## config.mk

```make
export PLATFORM = sky130hd
export DESIGN_NAME = alu_decode_stage
export DESIGN_NICKNAME = d
export VERILOG_FILES = /design/src/rtl/alu_decode_stage.sv
export SDC_FILE = /design/constraint.sdc
export NUM_CORES = 1
export LEC_CHECK = 0
export CORE_ASPECT_RATIO = 1.75
export CORE_UTILIZATION = 47
export DETAILED_ROUTE_END_ITERATION = 12
export PLACE_DENSITY = 0.82
export SYNTH_ARGS = -nofsm -noshare
export SYNTH_HDL_FRONTEND = slang
export SYNTH_SLANG_ARGS = --single-unit
```

## constraint.sdc

```tcl
create_clock -name clk -period 1.5 [get_ports clk]
set_input_delay 0.3 -clock clk [delete_from_list [all_inputs] [get_ports clk]]
set_output_delay 0.3 -clock clk [all_outputs]
set_load 0.01 [all_outputs]
```

## src/rtl/alu_decode_stage.sv

```systemverilog
// RV32I decode stage: instruction word to registered ALU control bundle, 1-cycle latency.
// Two-entry main/skid storage keeps full throughput under backpressure; in_ready is a pure flop output.
module alu_decode_stage (
  input  logic        clk,
  input  logic        reset_n,
  input  logic        flush,
  input  logic        in_valid,
  output logic        in_ready,
  input  logic [31:0] in_instr,
  input  logic [31:0] in_pc,
  output logic        out_valid,
  input  logic        out_ready,
  output logic [31:0] out_pc,
  output logic [2:0]  out_func3,
  output logic [6:0]  out_func7,
  output logic        out_add_force,
  output logic        out_is_imm,
  output logic [31:0] out_imm,
  output logic [4:0]  out_rs1,
  output logic [4:0]  out_rs2,
  output logic [4:0]  out_rd,
  output logic        out_use_rs2,
  output logic        out_use_pc,
  output logic        out_reg_write,
  output logic        out_illegal
);

  typedef struct packed {
    logic [31:0] pc;
    logic [2:0]  func3;
    logic [6:0]  func7;
    logic        add_force;
    logic        is_imm;
    logic [31:0] imm;
    logic [4:0]  rs1;
    logic [4:0]  rs2;
    logic [4:0]  rd;
    logic        use_rs2;
    logic        use_pc;
    logic        reg_write;
    logic        illegal;
  } bundle_t;

  localparam logic [6:0] OPC_OP     = 7'b0110011;
  localparam logic [6:0] OPC_OP_IMM = 7'b0010011;
  localparam logic [6:0] OPC_LOAD   = 7'b0000011;
  localparam logic [6:0] OPC_STORE  = 7'b0100011;
  localparam logic [6:0] OPC_BRANCH = 7'b1100011;
  localparam logic [6:0] OPC_LUI    = 7'b0110111;
  localparam logic [6:0] OPC_AUIPC  = 7'b0010111;

  bundle_t     dec;
  bundle_t     main_q, main_d, skid_q, skid_d;
  logic        main_vld_q, main_vld_d, skid_vld_q, skid_vld_d;
  logic        accept;
  logic [6:0]  opcode, f7;
  logic [2:0]  f3;
  logic [31:0] imm_i, imm_s, imm_b, imm_u;

  assign opcode = in_instr[6:0];
  assign f3     = in_instr[14:12];
  assign f7     = in_instr[31:25];
  assign imm_i  = {{20{in_instr[31]}}, in_instr[31:20]};
  assign imm_s  = {{20{in_instr[31]}}, in_instr[31:25], in_instr[11:7]};
  assign imm_b  = {{20{in_instr[31]}}, in_instr[7], in_instr[30:25], in_instr[11:8], 1'b0};
  assign imm_u  = {in_instr[31:12], 12'b0};

  always_comb begin
    dec       = '0;
    dec.pc    = in_pc;
    dec.func3 = f3;
    dec.func7 = f7;
    dec.rs1   = in_instr[19:15];
    dec.rs2   = in_instr[24:20];
    dec.rd    = in_instr[11:7];
    case (opcode)
      OPC_OP: begin
        dec.use_rs2   = 1'b1;
        dec.reg_write = 1'b1;
        dec.illegal   = !((f7 == 7'b0000000) ||
                          ((f7 == 7'b0100000) && ((f3 == 3'b000) || (f3 == 3'b101))));
      end
      OPC_OP_IMM: begin
        dec.is_imm    = 1'b1;
        dec.reg_write = 1'b1;
        dec.imm       = imm_i;
        // Shift-immediates reuse the func7 field, so it must carry a valid shift kind.
        dec.illegal   = ((f3 == 3'b001) && (f7 != 7'b0000000)) ||
                        ((f3 == 3'b101) && (f7 != 7'b0000000) && (f7 != 7'b0100000));
      end
      OPC_LOAD: begin
        dec.add_force = 1'b1;
        dec.reg_write = 1'b1;
        dec.imm       = imm_i;
      end
      OPC_STORE: begin
        dec.add_force = 1'b1;
        dec.use_rs2   = 1'b1;
        dec.imm       = imm_s;
      end
      OPC_BRANCH: begin
        dec.use_rs2 = 1'b1;
        dec.imm     = imm_b;
      end
      OPC_LUI: begin
        dec.add_force = 1'b1;
        dec.rs1       = 5'd0;
        dec.imm       = imm_u;
        dec.reg_write = 1'b1;
      end
      OPC_AUIPC: begin
        dec.add_force = 1'b1;
        dec.use_pc    = 1'b1;
        dec.imm       = imm_u;
        dec.reg_write = 1'b1;
      end
      default: dec.illegal = 1'b1;
    endcase
    if (dec.illegal) dec.reg_write = 1'b0;
  end

  assign in_ready = !skid_vld_q;
  assign accept   = in_valid && in_ready;

  always_comb begin
    main_d     = main_q;
    main_vld_d = main_vld_q;
    skid_d     = skid_q;
    skid_vld_d = skid_vld_q;
    if (flush) begin
      main_vld_d = 1'b0;
      skid_vld_d = 1'b0;
    end else if (!main_vld_q || out_ready) begin
      // Skid full implies in_ready=0, so no new bundle competes for main here.
      if (skid_vld_q) begin
        main_d     = skid_q;
        main_vld_d = 1'b1;
        skid_vld_d = 1'b0;
      end else begin
        main_vld_d = accept;
        if (accept) main_d = dec;
      end
    end else if (accept) begin
      skid_d     = dec;
      skid_vld_d = 1'b1;
    end
  end

  always_ff @(posedge clk or negedge reset_n) begin
    if (!reset_n) begin
      main_q     <= '0;
      main_vld_q <= 1'b0;
      skid_q     <= '0;
      skid_vld_q <= 1'b0;
    end else begin
      main_q     <= main_d;
      main_vld_q <= main_vld_d;
      skid_q     <= skid_d;
      skid_vld_q <= skid_vld_d;
    end
  end

  assign out_valid     = main_vld_q;
  assign out_pc        = main_q.pc;
  assign out_func3     = main_q.func3;
  assign out_func7     = main_q.func7;
  assign out_add_force = main_q.add_force;
  assign out_is_imm    = main_q.is_imm;
  assign out_imm       = main_q.imm;
  assign out_rs1       = main_q.rs1;
  assign out_rs2       = main_q.rs2;
  assign out_rd        = main_q.rd;
  assign out_use_rs2   = main_q.use_rs2;
  assign out_use_pc    = main_q.use_pc;
  assign out_reg_write = main_q.reg_write;
  assign out_illegal   = main_q.illegal;

endmodule
```

* Word level (Yosys, flattened, before mapping)
Index checks and enable logic that the tools add are counted.
Widths: inputs -> output; s select.
** Word-level totals
- Register bits after elaboration :: 192
- Bits in latches :: 0
- RAM bits :: 0
- ROM bits :: 0
- Input port bits :: 69
- Output and inout port bits :: 97
- Word-level logic and storage cells :: 84
- Memories kept :: 0
** Cells by class
- $add $sub $neg :: 0
- $mul :: 0
- Divide/modulo/power cells :: 0
- Magnitude comparators :: 0
- Eq/ne operators :: 11
- Shifts and indexed selects :: 0
- Multiplexer cells :: 17
- Bitwise logic cells :: 2
- Reductions and logical operators :: 26
** Operator list (number)
- $mux 95 :: 2
- $pmux 32 s4 :: 1
- $eq 7x6->1 const B :: 4
- $eq 7x5->1 const B :: 2
- $mux 1 :: 12
- $reduce_or 5->1 :: 2
- $eq 7x2->1 const B :: 1
- $eq 7x7->1 const B :: 1
- $logic_not 7->1 :: 1
- $ne 7x6->1 const B :: 1
- $reduce_bool 7->1 :: 1
- $reduce_and 3->1 :: 2
- $logic_and 1x1->1 :: 5
- $mux 5 :: 1
- $logic_or 1x1->1 :: 4
- $reduce_bool 2->1 :: 2
- $reduce_or 2->1 :: 2
- $reduce_or 4->1 :: 1
- $eq 3x1->1 const B :: 1
- $eq 3x3->1 const B :: 1
- $logic_not 1->1 :: 3
- $logic_not 3->1 :: 1
- $pmux 1 s3 :: 1
- $reduce_bool 3->1 :: 1
- 2 further kinds :: 3

* Longest topological paths before layout
Gate-level depths: netlist (run 1).
- Word-level depth :: 9
- Depth in mapped cells :: 8
- Mapped depth without buffers :: 4

* Worst setup path before layout (run 1)
Ideal clock, no wire load.
- Kind :: reg-to-reg
- From :: reg main_vld_q (netlist: out_valid)
- To :: reg main_q (netlist bit out_imm[10])
- Library setup time :: 0.126 ns
- Data arrival time :: 1.535 ns
- Data required time :: 1.374 ns
- Slack :: -0.161 ns
- Cell stages (with the launch flop) :: 8
- Path buffers :: 3
- Period minus slack after synthesis :: 1.661 ns
- Path through :: dfrtp_1 nor2b_1 or3_1 buf_2 buf_6 buf_6 a221oi_1 nor2_1
** Between the ends
- Word-level cells in the longest chain between the ends :: 3
** Ends and longest elaborated chain
- from (decl) :: line 54 : logic main_vld_q, main_vld_d, skid_vld_q, skid_vld_d;
- from (signal assigned) :: line 157 : main_vld_q <= main_vld_d;
- $logic_not 1->1 :: line 133 : end else if (!main_vld_q || out_ready) begin
- $logic_or 1x1->1 :: line 133
- $reduce_and 3->1 (no line)
- to (signal assigned) :: line 156 : main_q <= main_d;
- to (decl) :: line 53 : bundle_t main_q, main_d, skid_q, skid_d;
No other way between the ends.
A chain may end at the register's enable or synchronous reset.

* Worst setup path after layout (run 1)
- From :: reg skid_vld_q
- To :: reg main_q (netlist bit out_reg_write)
** Between the ends
- Word-level cells in the longest chain between the ends :: 4
- Elaborated cells on any way between the ends :: 5
- Those cells by class :: 1 x mux; 4 x reduce/logical
** Ends and longest elaborated chain
- from (decl) :: line 54
- from (signal assigned) :: line 159 : skid_vld_q <= skid_vld_d;
- $logic_not 1->1 :: line 122 : assign in_ready = !skid_vld_q;
- $logic_and 1x1->1 :: line 123 : assign accept = in_valid && in_ready;
- $reduce_bool 2->1 (no line)
- $reduce_and 3->1 (no line)
Several ways; a longest one is shown, not always the timed one.

==> results of run 1 <==
-- path summary, 6_finish.rpt --
kind,from,endpoint,depth (start not counted)
max in group asynchronous,reset_n,out_pc[4],3
setup / recovery,skid_vld_q,out_reg_write,6
hold reg to reg,skid_q[67],skid_q[67],2
min in group clk,in_pc[23],skid_q[86],3
setup reg to reg,skid_vld_q,out_reg_write,6
hold / removal,reset_n,skid_q[41],2
-- layout make-up --
class | count | area, µm²
inverters | 4 | 15.0
repair buffers | 286 | 3230
clock buffers | 18 | 439
well taps | 231 | 289
fillers | 1181 | 4700
multi-input cells | 625 | 3840
clock inverters | 14 | 128
flip-flops and latches | 192 | 4810
-- cell usage after synthesis, drive strengths merged, types with 2 or more instances --
| cell | n |
|---|---|
| a31oi | 2 |
| o21ai | 100 |
| a22oi | 4 |
| nand2 | 276 |
| a21oi | 57 |
| inv | 4 |
| a22o | 6 |
| o21a | 6 |
| nand2b | 4 |
| a211oi | 2 |
| nand3 | 15 |
| dfrtp | 192 |
| o31ai | 7 |
| nor2b | 3 |
| nor2 | 47 |
| o311ai | 5 |
| or3 | 3 |
| mux2i | 55 |
| clkbuf | 28 |
| buf | 35 |
| nor3 | 8 |
| a221oi | 6 |
-- state kept, by name, summed over array words and instances, names as in the netlist --
name / flops
out_pc: 32
out_rs2: 5
out_reg_write: 1
skid_q: 95
out_imm: 32
out_illegal: 1
out_rd: 5
skid_vld_q: 1
out_func7: 7
out_func3: 3
out_is_imm: 1
out_add_force: 1
out_use_rs2: 1
out_rs1: 5
out_valid: 1
out_use_pc: 1
-- cell families after synthesis --
kind of cell              after synthesis
AOI/OAI and AO/OA                     204
xor gates and xnor gates                1
buffers and inverters                  67
DFF                                   192
muxes                                  56
and+or+nand+nor                       362
-- metrics by stage --
stage / TNS, ns / instances / utilization (%)
after floorplan: -4.87 / 882 / -
after global placement: -74.24 / 1292 / 62.4
after detailed placement: -76.64 / 1292 / 62.4
after CTS: -10.31 / 1355 / 70.0
after global routing: -19.75 / 1370 / 73.1
final: -10.38 / 1370 / 73.1
-- repair_timing --
| item | CTS | global route |
|---|---|---|
| gates cloned | 18 | 5 |
| hold endpoints to repair | 27 | 0 |
| pin swaps | 32 | 38 |
| resized for setup | 237 | 118 |
| hold buffers | 1 | 0 |
| buffers inserted | 13 | 13 |
| endpoints found under the setup margin | 255 | 193 |
-- power by group through the flow --
| stage | clock network, µW | registers [µW] | logic (µW) |
|---|---|---|---|
| 3_5_place_dp | 0 | 6550 | 2580 |
| 3_3_place_gp | 0 | 6510 | 2490 |
| 2_1_floorplan | 0 | 6620 | 933 |
| 4_1_cts | 4450 | 6470 | 2740 |
| 5_1_grt | 4670 | 6640 | 3210 |
| 6_report | 4440 | 6560 | 2970 |
-- cells in the final DEF, fill, tap and decap left out, types with 4 or more instances in the layout --
cell type / count
a21oi_1: 50
a21oi_2: 6
a22o_1: 6
a22oi_1: 4
buf_12: 26
buf_16: 13
buf_4: 56
buf_6: 14
buf_8: 5
clkbuf_16: 21
clkdlybuf4s50_1: 59
clkinv_4: 6
dfrtp_1: 191
dlygate4sd2_1: 101
mux2i_1: 54
nand2_1: 250
nand2_2: 14
nand2_4: 12
nand2b_1: 4
nand3_1: 14
nor2_1: 36
nor2_2: 7
nor2_4: 4
nor3_1: 4
o21a_1: 6
o21ai_0: 12
o21ai_1: 51
o21ai_2: 37
o31ai_1: 6
-- per-layer routing --
metal / vias up / part of all wire, % / track usage, %
met3: 113 / 6.9 / 5.33
met1: 4040 / 35 / 35.9
met4: 0 / 5.7 / 17.5
met2: 507 / 53 / 55.5
met5: - / 0 / 0
li1: 3490 / - / -
==> metrics.cfg, run 1 <==
[yosys]
yosysSeqAreaShare_pct = 57.5
synth-xor-area-share_pct = 0.105
synth_cell_type_count = 49
synthSimpleGateAreaFrac_pct = 17.5
synthArstFlopShare_pct = 100
syn_area_mm2 = 0.00836
syn_nets = 951
synth_edf_count = 0
synth_compound_area_share_pct = 14.4
synthAdderAreaFrac_pct = 0
synthCells = 882
synth_ff_type = dfrtp_1
synth.avg_cell_area_um2 = 9.48
ys_ff_latch = 192
ys_top_cells_by_area = dfrtp_1 (57%), nand2_1 (12%), mux2i_1 (6.6%)
synth_top_family_by_area = simple AND/OR/NAND/NOR gates
synth.area.mux_share_pct = 6.72
synth_top_area_cell = dfrtp_1
synth_top_area_share_pct = 57.5
yosysWarnings = 0

[pwr]
p_per_area_mw_per_mm2 = 1100
pwr-share-seq_pct = 47.0
swShare_pct = 30.8
p_sw_uw = 4300
p_comb_share_pct = 21.2
leakage_uw = 0.00589
peakVddDrop_mv = 0.686
clkPwrFrac_pct = 31.8
internal_power_uw = 9670
power_uw = 14000

[sta]
finalHoldViolCount = 0
holdWs_ns = 0.329
period_minus_slack_ns = 1.70
worst_pin_slew_ns = 0.618
slew_viol_final = 0
finalSetupViolCount = 172
fmax_ghz = 0.589
fin_worst_skew_ns = 0.0160
post-route-period-util_pct = 113
fin_ws_ns = -0.198
relSlewSlack_pct = 58.8
rsz0062_at_grt = yes

[drt]
drc = 0
drt-total-wl_um = 30000
wl_per_cell_um = 21.9
ant_nets = 0
vias_per_cell = 5.95
vias = 8150
dr.pass1.iters = 8
drt_iter0_markers = 765

[die]
initial_core_util_pct = 47.9
io_pins = 166
core_mm2 = 0.0175
die_h_um = 178
die_w_um = 103
rows = 64
die_area_mm2 = 0.0183

[placed_design]
gp_congestion = 0.874
dp_worst_setup_slack_ns = -0.618
port_buffers = 165
post-dp-hpwl_um = 16100
dpl_cell_area_mm2 = 0.0109

[worst_setup_path]
worstPathMaxFanout = 6
path_class = flip-flop to flip-flop
path_buf_inv = 2
max_stage_delay_ns = 0.49
arrival_ns = 2.01
required_ns = 1.81
worstPathCellList = nor2_4 > buf_6 > nor3_4 > buf_12 > mux2i_2 > o41ai_2
reg2reg_slack_ns = -0.20
critPathSlowestCell = dfrtp_4
start_kind = flip-flop
cp-end-kind = flip-flop
cpLargestDelayFamily = flip-flops

[global_routing]
grt_max_degree = 49
antenna_found_initial = 0
gr-usage-all-layers_pct = 31.7
overflow = 0
grt_pass1_vias = 7893
grt_first_pass_wirelength_um = 43100

[clock_tree]
cts_tree = built
cts_buffer_depth = 2
cts_buffers = 17
cts-root-buf = clkbuf_16
clk_pin_slew_ns = 0.09
cts.sinks = 192
insertion_delay_ns = 0.44
cts_max_level = 4

[finish]
drive_gt1_share_pct = 23.7
syn_to_final_growth_pct = 52.5
design_area_mm2 = 0.0128
antenna_cells = 0
nets = 1195

[min_path]
min_path_type = primary input to async pin

[job]
cap_violations = 0

[run_status]
violations = setup timing
status = finished with violations

No activity file was read; power rests on OpenSTA's default activity.
==> run 2, diff against run 1 <==
CTS_CLUSTER_SIZE = 14   (was unset)
==> results of run 2 <==
The final DEF is identical to that of run 1; final timing and power are the same.
==> run 3, diff against run 2 <==
ABC_AREA = 1   (was unset)
CAP_MARGIN = 40   (was unset)
PLACE_DENSITY = 0.81   (was 0.82)
==> run 3 against run 2 <==
The run still ends with setup timing left. Non-clock buffer count decreased by 33. Power is 1.4% lower. Die area increased by 2.1%. Via count down 2.7%. Synthesized cell count increased by 16%. Synthesized area is 2.1% higher. Sequential cell count stayed put. Sequential share of layout area up 2.7 points. Clock skew down 0.0058 ns. Hold slack better by 0.034 ns. Critical path depth grew 4.
==> metrics.cfg, run 3 <==
[drt]
drt_iter0_markers = 693  ; was 765
ant_nets = 0  ; unchanged
dr.pass1.iters = 6  ; was 8
vias = 7926  ; was 8150
vias_per_cell = 5.37  ; was 5.95
drt-total-wl_um = 24900  ; was 30000 µm
wl_per_cell_um = 16.9  ; was 21.9 µm
drc = 0  ; unchanged

[finish]
utilization_pct = 67.6  ; was 73.1%
fin_cells = 1476  ; was 1370
syn_to_final_growth_pct = 39.5  ; was 52.5%
drive_gt1_share_pct = 14.3  ; was 23.7%
largest_register_ffs = 95  ; unchanged
top_register = skid_q  ; unchanged
nets = 1301  ; was 1195
final_common_cell = nand2_1  ; unchanged
layout_common_cells = nand2_1 (295), dfrtp_1 (191), o21ai_0 (145)  ; was nand2_1 (250), dfrtp_1 (191), dlygate4sd2_1 (101)
antenna_cells = 0  ; unchanged

[die]
core_mm2 = 0.0176  ; was 0.0175 mm²
io_pins = 166  ; unchanged
rows = 64  ; unchanged
initial_core_util_pct = 48.5  ; was 47.9%
die_area_mm2 = 0.0187  ; was 0.0183 mm²
die_h_um = 180  ; was 178 µm
die_w_um = 104  ; was 103 µm

[sta]
fin_worst_skew_ns = 0.0102  ; was 0.0160 ns
post-route-period-util_pct = 108  ; was 113%
finalSetupViolCount = 131  ; was 172
fin_setup_tns_ns = -7.19  ; was -10.38 ns
fin_ws_ns = -0.118  ; was -0.198 ns
slew_viol_final = 0  ; unchanged
relSlewSlack_pct = 72.7  ; was 58.8%
period_minus_slack_ns = 1.62  ; was 1.70 ns
worst_pin_slew_ns = 0.410  ; was 0.618 ns
rsz0062_at_grt = yes  ; unchanged
finalHoldViolCount = 0  ; unchanged
fmax_ghz = 0.618  ; was 0.589 GHz

[worst_setup_path]
path_buf_inv = 5  ; was 2
cp-end-kind = flip-flop  ; unchanged
cpLargestDelayFamily = simple AND/OR/NAND/NOR gates  ; was flip-flops
path_class = flip-flop to flip-flop  ; unchanged
critPathLaunch = out_valid  ; was skid_vld_q
required_ns = 1.82  ; was 1.81 ns
critPathSlowestCell = dfrtp_1  ; was dfrtp_4
crit_top_cell = inv_1
start_kind = flip-flop  ; unchanged
worstPathMaxFanout = 26  ; was 6
r2r-start = out_valid  ; was skid_vld_q
max_stage_delay_ns = 0.37  ; was 0.49 ns
arrival_ns = 1.94  ; was 2.01 ns
worstPathCellList = inv_1 > nor2_1 > inv_1 > or2_4 > nor2_4 > buf_4 > inv_8 > buf_16 > nand2_1 > o21ai_1  ; was nor2_4 > buf_6 > nor3_4 > buf_12 > mux2i_2 > o41ai_2

[clock_tree]
cts.sinks = 192  ; unchanged
cts_buffers = 17  ; unchanged
cts_tree = built  ; unchanged
clk_pin_slew_ns = 0.08  ; was 0.09 ns
cts_max_level = 4  ; unchanged
cts-root-buf = clkbuf_16  ; unchanged
cts_buffer_depth = 2  ; unchanged
insertion_delay_ns = 0.44  ; about the same

[yosys]
synth_top_area_cell = dfrtp_1  ; unchanged
synth.most_common_cell = nand2_1  ; unchanged
synth_cell_type_count = 28  ; was 49
ys_ff_latch = 192  ; unchanged
synth_top_area_share_pct = 56.3  ; was 57.5%
syn_area_mm2 = 0.00854  ; was 0.00836 mm²
syn_nets = 1092  ; was 951
yosysSeqAreaShare_pct = 56.3  ; was 57.5%
ys_top_cells_by_count = nand2_1 (309), dfrtp_1 (192), o21ai_0 (171)  ; was nand2_1 (276), dfrtp_1 (192), o21ai_0 (90)
synthCells = 1023  ; was 882
synthArstFlopShare_pct = 100  ; unchanged
ys_top_cells_by_area = dfrtp_1 (56%), nand2_1 (14%), o21ai_0 (10%)  ; was dfrtp_1 (57%), nand2_1 (12%), mux2i_1 (6.6%)
yosysWarnings = 0  ; unchanged
synth_ff_type = dfrtp_1  ; unchanged
synth_edf_count = 0  ; unchanged
synth.avg_cell_area_um2 = 8.35  ; was 9.48 µm²

[pwr]
p_per_area_mw_per_mm2 = 1160  ; was 1100 mW/mm²
peakVddDrop_mv = 0.723  ; was 0.686 mV
leakage_uw = 0.00619  ; was 0.00589 µW
power_uw = 13800  ; was 14000 µW

[global_routing]
grt_max_degree = 69  ; was 49
gr-usage-all-layers_pct = 26.3  ; was 31.7%
overflow = 0  ; unchanged
grt_first_pass_wirelength_um = 38800  ; was 43100 µm
antenna_found_initial = 0  ; unchanged
grt_pass1_vias = 7636  ; was 7893

[placed_design]
port_buffers = 165  ; unchanged
dp_cells = 1429  ; was 1292
dp_worst_setup_slack_ns = -0.421  ; was -0.618 ns
post-dp-hpwl_um = 16100  ; about the same
gp_congestion = 0.923  ; was 0.874

[run_status]
violations = setup timing  ; unchanged
status = finished with violations  ; unchanged

[min_path]
min_path_type = primary input to async pin  ; unchanged

[job]
cap_violations = 0  ; unchanged

## run 3: power breakdown
part | internal [µW] | switching (µW) | leakage, µW
clock network | 2420 | 2290 | 0.000302
registers | 6060 | 453 | 0.00247
logic | 1180 | 1380 | 0.00342
## run 3: logic make-up (layout without fill, tap and decap cells)
family / after synthesis / count (layout) / share of synthesized area (%)
AOI/OAI and AO/OA: 301 / 301 / 18.3
buffers and inverters: 157 / 379 / 7.89
and+or+nand+nor: 373 / 373 / 17.5
DFF: 192 / 192 / 56.3
## run 3: metal layers
layer  global-route usage (%)  routed length (µm)  vias to the layer above
li1                         -                   -                     3716
met1                     31.3                9430                     3742
met2                     45.6               12700                      376
met3                     3.69                1360                       92
met4                     15.0                1430                        0
met5                        0                   0                        -
## run 3: metrics by stage
stage                     hold WS (ns)  instance area, µm²
after CTS                        0.361               11500
after detailed placement         0.267               10900
after global placement           0.264               10900
after floorplan                0.00441                8540
final                            0.364               11900
after global routing             0.378               11900
## run 3: timing repair
| item | in CTS | in global routing |
|---|---|---|
| hold endpoints to repair | 34 | 0 |
| hold buffers | 1 | 0 |
| resized for setup | 117 | 68 |
| cloned | 3 | 4 |
| endpoints found under the setup margin | 157 | 156 |
| pin swaps | 0 | 2 |
| setup buffers | 0 | 7 |
## run 3: path summary, 6_finish.rpt
check	to	slack (ns)	cells after the start
max in group asynchronous	skid_q[93]	0.58	3
min in group clk	skid_q[67]	0.43	3
min	out_func7[1]	0.36	2
max reg2reg	skid_q[7]	-0.12	10
max	skid_q[7]	-0.12	10
min reg2reg	skid_q[19]	0.48	2
## run 3: final cells by class
class | count | area [µm²]
flip-flops and latches | 192 | 4810
repair buffers | 253 | 2630
well taps | 231 | 289
clock inverters | 15 | 185
fillers | 1399 | 5710
multi-input cells | 674 | 3200
clock buffers | 17 | 425
inverters | 94 | 368
## run 3: worst register-to-register path: cells and delay by family, from the launching register on
kind	cells	cell delay, ns
AND/OR/NAND/NOR	4	0.56
buffers and inverters	5	0.52
flip-flops	1	0.37
AO/OA/AOI/OAI	1	0.07
